### config.mk
export PLATFORM = sky130hd
export DESIGN_NAME = hd_sample_sequencer
export DESIGN_NICKNAME = d
export VERILOG_FILES = /design/src/rtl/hd_sample_sequencer.sv
export SDC_FILE = /design/constraint.sdc
export NUM_CORES = 1
export LEC_CHECK = 0
export BUFFER_PORTS_ARGS = -buffer_cell sky130_fd_sc_hd__buf_2
export CAP_MARGIN = 0
export CORE_AREA = 2 2 47 71
export CTS_CLUSTER_DIAMETER = 30
export CTS_CLUSTER_SIZE = 25
export DETAILED_ROUTE_END_ITERATION = 10
export DIE_AREA = 0 0 49 73
export GPL_ROUTABILITY_DRIVEN = 0
export PLACE_DENSITY_LB_ADDON = 0.25
export SLEW_MARGIN = 25
export SYNTH_ARGS = -nofsm -noshare
export SYNTH_HDL_FRONTEND = slang
export SYNTH_SLANG_ARGS = --single-unit
### constraint.sdc
create_clock -name clk -period 4.2 [get_ports clk]
set_input_delay 0.21 -clock clk [delete_from_list [all_inputs] [get_ports clk]]
set_output_delay 0.21 -clock clk [all_outputs]
set_load 0.05 [all_outputs]
### src/rtl/hd_sample_sequencer.sv
// Per-sample sequencer for the hyperdimensional inference path: feature load,
// chunked encoding with flush framing and hypervector commit, then classification.
module hd_sample_sequencer #(
  parameter int FEA_ADDR_WIDTH = 8,
  parameter int LOAD_WORDS     = 32,
  parameter int CHUNK_CYCLES   = 32,
  parameter int FLUSH_CYCLES   = 2,
  parameter int NUM_CHUNKS     = 250,
  parameter int CHUNK_WIDTH    = 8
) (
  input  logic                      clk,
  input  logic                      reset_in,
  input  logic                      start,
  input  logic                      abort,
  input  logic                      feat_wr_valid,
  output logic                      feat_wr_en,
  output logic [FEA_ADDR_WIDTH-1:0] feat_wr_addr,
  output logic                      write_data_done,
  output logic                      cur_encode_done,
  input  logic                      enc_out_done,
  output logic                      acc_en,
  output logic                      hv_wr_en,
  output logic [CHUNK_WIDTH-1:0]    hv_wr_addr,
  output logic                      cls_start,
  input  logic                      cls_done,
  output logic                      busy,
  output logic                      sample_done,
  output logic                      seq_err
);

  localparam int CYC_W = $clog2(CHUNK_CYCLES + 1);
  localparam int FL_W  = $clog2(FLUSH_CYCLES + 1);

  localparam logic [FEA_ADDR_WIDTH-1:0] LOAD_LAST  = FEA_ADDR_WIDTH'(LOAD_WORDS - 1);
  localparam logic [CYC_W-1:0]          CYC_LAST   = CYC_W'(CHUNK_CYCLES - 1);
  localparam logic [FL_W-1:0]           FLUSH_LAST = FL_W'(FLUSH_CYCLES - 1);
  localparam logic [CHUNK_WIDTH-1:0]    CHUNK_LAST = CHUNK_WIDTH'(NUM_CHUNKS - 1);

  typedef enum logic [2:0] {
    S_IDLE     = 3'd0,
    S_LOAD     = 3'd1,
    S_ENCODE   = 3'd2,
    S_FLUSH    = 3'd3,
    S_CLASSIFY = 3'd4,
    S_DONE     = 3'd5
  } state_t;

  state_t                      state_r, state_s;
  logic [FEA_ADDR_WIDTH-1:0]   load_cnt_r;
  logic [CYC_W-1:0]            cyc_cnt_r;
  logic [FL_W-1:0]             flush_cnt_r;
  logic [CHUNK_WIDTH-1:0]      chunk_r;
  logic                        cls_first_r;
  logic                        seq_err_r;
  logic                        wdd_r;

  logic launch_s, abort_s, load_last_s, cyc_last_s, flush_end_s, chunk_last_s, err_hit_s;

  // Condition decode shared by the FSM and the counters
  always_comb begin
    launch_s     = (state_r == S_IDLE) && start;
    abort_s      = (state_r != S_IDLE) && abort;
    load_last_s  = (state_r == S_LOAD) && feat_wr_valid && (load_cnt_r == LOAD_LAST);
    cyc_last_s   = (cyc_cnt_r == CYC_LAST);
    flush_end_s  = (flush_cnt_r == FLUSH_LAST);
    chunk_last_s = (chunk_r == CHUNK_LAST);
    // enc_out_done is only legitimate once the last chunk has reached its flush
    err_hit_s    = enc_out_done &&
                   ((state_r == S_ENCODE) || ((state_r == S_FLUSH) && !chunk_last_s));
  end

  // Next-state logic
  always_comb begin
    state_s = state_r;
    if (abort_s) begin
      state_s = S_IDLE;
    end else begin
      case (state_r)
        S_IDLE:     if (start) state_s = S_LOAD; else state_s = S_IDLE;
        S_LOAD:     if (load_last_s) state_s = S_ENCODE; else state_s = S_LOAD;
        S_ENCODE:   if (cyc_last_s) state_s = S_FLUSH; else state_s = S_ENCODE;
        S_FLUSH: begin
          if (flush_end_s) begin
            if (chunk_last_s) state_s = S_CLASSIFY; else state_s = S_ENCODE;
          end else begin
            state_s = S_FLUSH;
          end
        end
        S_CLASSIFY: if (!cls_first_r && cls_done) state_s = S_DONE; else state_s = S_CLASSIFY;
        S_DONE:     state_s = S_IDLE;
        default:    state_s = S_IDLE;
      endcase
    end
  end

  // State register and the registered encoder-enable level
  always_ff @(posedge clk or negedge reset_in) begin
    if (!reset_in) begin
      state_r <= S_IDLE;
      wdd_r   <= 1'b0;
    end else begin
      state_r <= state_s;
      wdd_r   <= (state_s == S_ENCODE) || (state_s == S_FLUSH) ||
                 (state_s == S_CLASSIFY) || (state_s == S_DONE);
    end
  end

  // Load, cycle, flush and chunk counters plus the sticky sequencing error
  always_ff @(posedge clk or negedge reset_in) begin
    if (!reset_in) begin
      load_cnt_r  <= {FEA_ADDR_WIDTH{1'b0}};
      cyc_cnt_r   <= {CYC_W{1'b0}};
      flush_cnt_r <= {FL_W{1'b0}};
      chunk_r     <= {CHUNK_WIDTH{1'b0}};
      cls_first_r <= 1'b0;
      seq_err_r   <= 1'b0;
    end else if (launch_s) begin
      load_cnt_r  <= {FEA_ADDR_WIDTH{1'b0}};
      cyc_cnt_r   <= {CYC_W{1'b0}};
      flush_cnt_r <= {FL_W{1'b0}};
      chunk_r     <= {CHUNK_WIDTH{1'b0}};
      cls_first_r <= 1'b0;
      seq_err_r   <= 1'b0;
    end else begin
      if ((state_r == S_LOAD) && feat_wr_valid) begin
        load_cnt_r <= load_cnt_r + FEA_ADDR_WIDTH'(1);
      end else begin
        load_cnt_r <= load_cnt_r;
      end

      if (state_r == S_ENCODE) begin
        cyc_cnt_r <= cyc_cnt_r + CYC_W'(1);
      end else if (state_r == S_FLUSH) begin
        cyc_cnt_r <= {CYC_W{1'b0}};
      end else begin
        cyc_cnt_r <= cyc_cnt_r;
      end

      if ((state_r == S_FLUSH) && !flush_end_s) begin
        flush_cnt_r <= flush_cnt_r + FL_W'(1);
      end else begin
        flush_cnt_r <= {FL_W{1'b0}};
      end

      if ((state_r == S_FLUSH) && flush_end_s && !chunk_last_s && !abort_s) begin
        chunk_r <= chunk_r + CHUNK_WIDTH'(1);
      end else begin
        chunk_r <= chunk_r;
      end

      cls_first_r <= (state_r == S_FLUSH) && (state_s == S_CLASSIFY);

      if (err_hit_s) begin
        seq_err_r <= 1'b1;
      end else begin
        seq_err_r <= seq_err_r;
      end
    end
  end

  // Moore output decode; only the feature write strobe follows feat_wr_valid directly
  always_comb begin
    feat_wr_en      = feat_wr_valid && (state_r == S_LOAD);
    feat_wr_addr    = load_cnt_r;
    write_data_done = wdd_r;
    cur_encode_done = (state_r == S_FLUSH);
    acc_en          = (state_r == S_ENCODE);
    hv_wr_en        = (state_r == S_FLUSH) && (flush_cnt_r == {FL_W{1'b0}});
    hv_wr_addr      = chunk_r;
    cls_start       = (state_r == S_CLASSIFY) && cls_first_r;
    busy            = (state_r != S_IDLE);
    sample_done     = (state_r == S_DONE);
    seq_err         = seq_err_r;
  end

endmodule

* Word-level counts from Yosys, hierarchy flattened
Cells that the tools add are included.
** Cells by class
- Add/subtract/negate cells :: 4
- Eq/ne operators :: 13
- Muxes and demuxes :: 20
- Reduce and logical (&&, ||, !) cells :: 29
** Operators with widths (number)
- 8-bit two-way mux :: 4
- 6-bit two-way mux :: 3
- 8-bit by 1-bit adder with 8-bit output (second input constant) :: 2
- 3-bit case mux with 5 select lines :: 1
- 1-bit logical AND :: 14
- 3-bit by 2-bit equality test with 1-bit output (second input constant) :: 4
- 3-bit equality test (second input constant) :: 4
- 3-bit two-way mux :: 3
- 8-bit by 5-bit equality test with 1-bit output (second input constant) :: 1
- 8-bit equality test (second input constant) :: 1
- 6-bit by 1-bit adder with 6-bit output (second input constant) :: 1
- 6-bit by 5-bit equality test with 1-bit output (second input constant) :: 1
- 1-bit two-way mux :: 6
- 2-bit two-way mux :: 3
- 2-bit nonzero test :: 3
- 3-bit nonzero test :: 2
- 1-bit zero test :: 4
- 1-bit logical OR :: 4
- 3-bit by 1-bit equality test with 1-bit output (second input constant) :: 1
- 3-bit zero test :: 1
- 2-bit by 1-bit adder with 2-bit output (second input constant) :: 1
- 2-bit by 1-bit equality test with 1-bit output (second input constant) :: 1
- 2-bit zero test :: 1
** Storage, ports and cells
- Register bits :: 30
- Bits of input ports :: 7
- Output and inout bits :: 25
- Word-level logic and storage cells :: 74

* Longest topological paths before layout
- Depth in word-level cells :: 10
- Mapped depth :: 6
- Mapped depth without buffers :: 6

* Worst setup path after synthesis
No wires, ideal clock.
- Path kind :: reg2out
- Start :: register state_r[2]
- End :: output sample_done
- Arrival time :: 1.887 ns
- Slack :: 2.103 ns
- Stages on the path, launching flop included :: 3
- Buffers on the path :: 1
- Cells stage by stage :: dfrtp_1 clkbuf_1 nor3b_1
** On the way
- Cells in the longest elaborated chain, start to end :: 1
** RTL lines
- start: declaration :: RTL line 48 : state_t state_r, state_s;
- start signal: assignment :: RTL line 102 : state_r <= state_s;
- 3-bit equality test :: RTL line 172 : sample_done = (state_r == S_DONE);
- end: declaration :: RTL line 27 : output logic sample_done,
No other way between the ends.

* Final worst setup path
- Start :: register state_r[2]
- End :: output feat_wr_en
** On the way
- Cells in the longest elaborated chain, start to end :: 2
** RTL lines
- 3-bit by 1-bit equality test with 1-bit output :: RTL line 163 : feat_wr_en = feat_wr_valid && (state_r == S_LOAD);
- 1-bit logical AND :: RTL line 163
- end: declaration :: RTL line 16 : output logic feat_wr_en,
No other way between the ends.

==> flow_metrics.tcl <==
set metrics [dict create \
    synthFlopType "dfrtp_1" \
    rsz0062_at_grt "no" \
    cts_resized 0 \
    io_pins 32 \
    area_growth_pct 15.6 \
    yosys-top-cells-count "dfrtp_1 (30), nand2_1 (20), nor2_1 (19), inv_1 (9), xnor2_1 (9)" \
    die_y_microns 73 \
    synth_top_area_cell "dfrtp_1" \
    clock_latency_ns 0.28 \
    drive_gt1_frac 0.227 \
    ys_types 43 \
    initial_utilization 0.543 \
    grt_max_degree 31 \
    grt_pass1_vias 1248 \
    fp.dieW_microns 49 \
    fin_setup_tns_ns 0 \
    timing.fmax_ghz 0.494 \
    yosys_register_bits 30 \
    status "complete, no violations" \
    worstMarginPinSlew_ns 0.770 \
    std_cell_rows 25 \
    p_leak_nw 0.972 \
    yosysMostFrequentCell "dfrtp_1" \
    hold_violations 0 \
    crit_type "reg2out" \
    cts.sinks 30 \
    cts_made_buffers 5 \
    period_share 0.482 \
    peakVddDrop_mv 0.302 \
    start_kind "flip-flop" \
    synth_fa_ha_area_frac 0.0456 \
    hold_depth 4 \
    critPathArrivalTime_ns 1.81 \
    core_area_sq_mm 0.00303 \
    cts.clk_slew.worst_paths_ns 0.06 \
    grt_first_pass_wirelength_microns 5610 \
    synth_area_sq_mm 0.00165 \
    htree_num_levels 2 \
    synthTopCellsByArea "dfrtp_1 (46%), xnor2_1 (4.8%), ha_1 (4.6%)" \
    post-cts-setup-buffers 0 \
    ys_seq_area_frac 0.456 \
    cts.root.buffer_cell "clkbuf_8" \
    hpwlAfterDp_microns 2500 \
    fin_cells 243 \
    postSynthCellCount 170 \
    globalRoute.totalOverflow 0 \
    die_area_sq_mm 0.00358 \
    critPathMaxFanout 18 \
    synth-compound-area-share 0.0858 \
    synth_fp_nets 183 \
    maxSlewViolCount 0 \
    synth_area_per_cell_sq_um 9.69 \
    dr.pass1.iters 4 \
    dp.cells 235 \
    cts_tree "built" \
    io_buffers 31 \
    synth_top_family_by_area "simple AND/OR/NAND/NOR gates" \
    max-slew-margin-rel 0.485 \
    crit_required_ns 3.99 \
    n_antenna_cell 0 \
    hold_path.class "in2reg" \
    setup_viol 0 \
    async_reset_ff_frac 1.00 \
    vias_per_cell 5.60 \
    clockBufferDepth 2 \
    powerDensity_mw_per_mm2 376 \
    ant_nets 0 \
    rr_worst_depth 4 \
    drt-initial-drc-count 39 \
    drc 0 \
    wl_per_cell_microns 14.0 \
    antenna_found_initial 0 \
    crit_path_end_kind "output pin" \
    nNetsFinal 216 \
    cap_violations 0 \
    wl_microns 3400 \
    yosys.area.top_type_share 0.456 \
    synth_xor_area_frac 0.0585 \
    vias 1360 \
    yosysWarnings 0 \
    globalRouteTotalUtil 0.206 \
    synth-edff-count 0 \
    synthSimpleGateAreaFrac 0.284 \
    fin_skew_ns 0.00531 \
    synth_mux_area_frac 0.0243 \
    fin_crit_ns 2.02 \
    ctsHoldBuffers 1 \
]
-- sequential cells by signal, indices dropped and copies added, names as in the netlist --
name             cells
hv_wr_addr           8
cls_first_r          1
state_r              3
seq_err              1
flush_cnt_r          2
write_data_done      1
cyc_cnt_r            6
feat_wr_addr         8
-- cell usage in the layout, fill, tap and decap left out, drive strengths merged, types with 5 or more instances in the layout --
master,Yosys,layout
nor4,5,5
and3,5,5
ha,6,6
nor2,20,20
nor3,8,8
nand2,20,20
o21ai,7,7
dfrtp,30,30
xnor2,9,9
a21oi,5,5
inv,11,11
clkbuf,3,7
buf,3,31
-- cells by family after synthesis --
logic type | Yosys count
DFF | 30
buffers and inverters | 17
adders and majority gates | 6
muxes | 4
and+or+nand+nor | 80
xor gates and xnor gates | 11
AOI/OAI and AO/OA | 22
-- layer usage --
| layer | part of all wire | vias up | global-route usage |
|---|---|---|---|
| li1 | - | 655 | - |
| met1 | 0.44 | 668 | 0.250 |
| met4 | 0.015 | 0 | 0.0921 |
| met3 | 0.036 | 6 | 0.0430 |
| met5 | 0 | - | 0 |
| met2 | 0.50 | 31 | 0.352 |
-- report_power, final --
part           total [mW]  switching (mW)  internal [mW]
clock               0.212          0.0987          0.114
combinational       0.172           0.126         0.0466
sequential          0.332          0.0299          0.302
total               0.717           0.254          0.463
-- layout make-up --
cell class	instances	area [sq um]
Multi-Input combinational cell	123	821
Fill cell	262	1130
Inverter	11	41.3
Timing Repair Buffer	32	165
Sequential cell	30	751
Tap cell	40	50.0
Clock buffer	7	76.3
-- stage by stage --
stage	hold slack [ns]	utilization	instance area [sq um]	worst slack, ns	power [mW]
2_1_floorplan	-0.0856	-	1650	2.10	0.477
3_3_place_gp	0.272	0.599	1820	2.33	0.505
3_5_place_dp	0.280	0.599	1820	2.25	0.510
4_1_cts	0.305	0.628	1900	2.18	0.727
5_1_grt	0.347	0.628	1900	2.03	0.758
6_report	0.310	0.628	1900	2.18	0.717
-- worst paths after layout --
| kind | from | end | slack, ns |
|---|---|---|---|
| min in group asynchronous | reset_in | feat_wr_addr[2] | 0.50 |
| max in group asynchronous | reset_in | cls_first_r | 3.27 |
| max | state_r[2] | feat_wr_en | 2.18 |
| max reg2reg | state_r[1] | cyc_cnt_r[3] | 2.21 |
| min reg2reg | flush_cnt_r[0] | flush_cnt_r[0] | 0.47 |
| min | enc_out_done | seq_err | 0.31 |
-- critical path, cell delays in order, from the launching register on --
cell and delay (ns):
dfrtp_1 0.55, nand4bb_1 0.49, inv_2 0.21, buf_2 0.29
No activity file was read; power rests on OpenSTA's default activity.
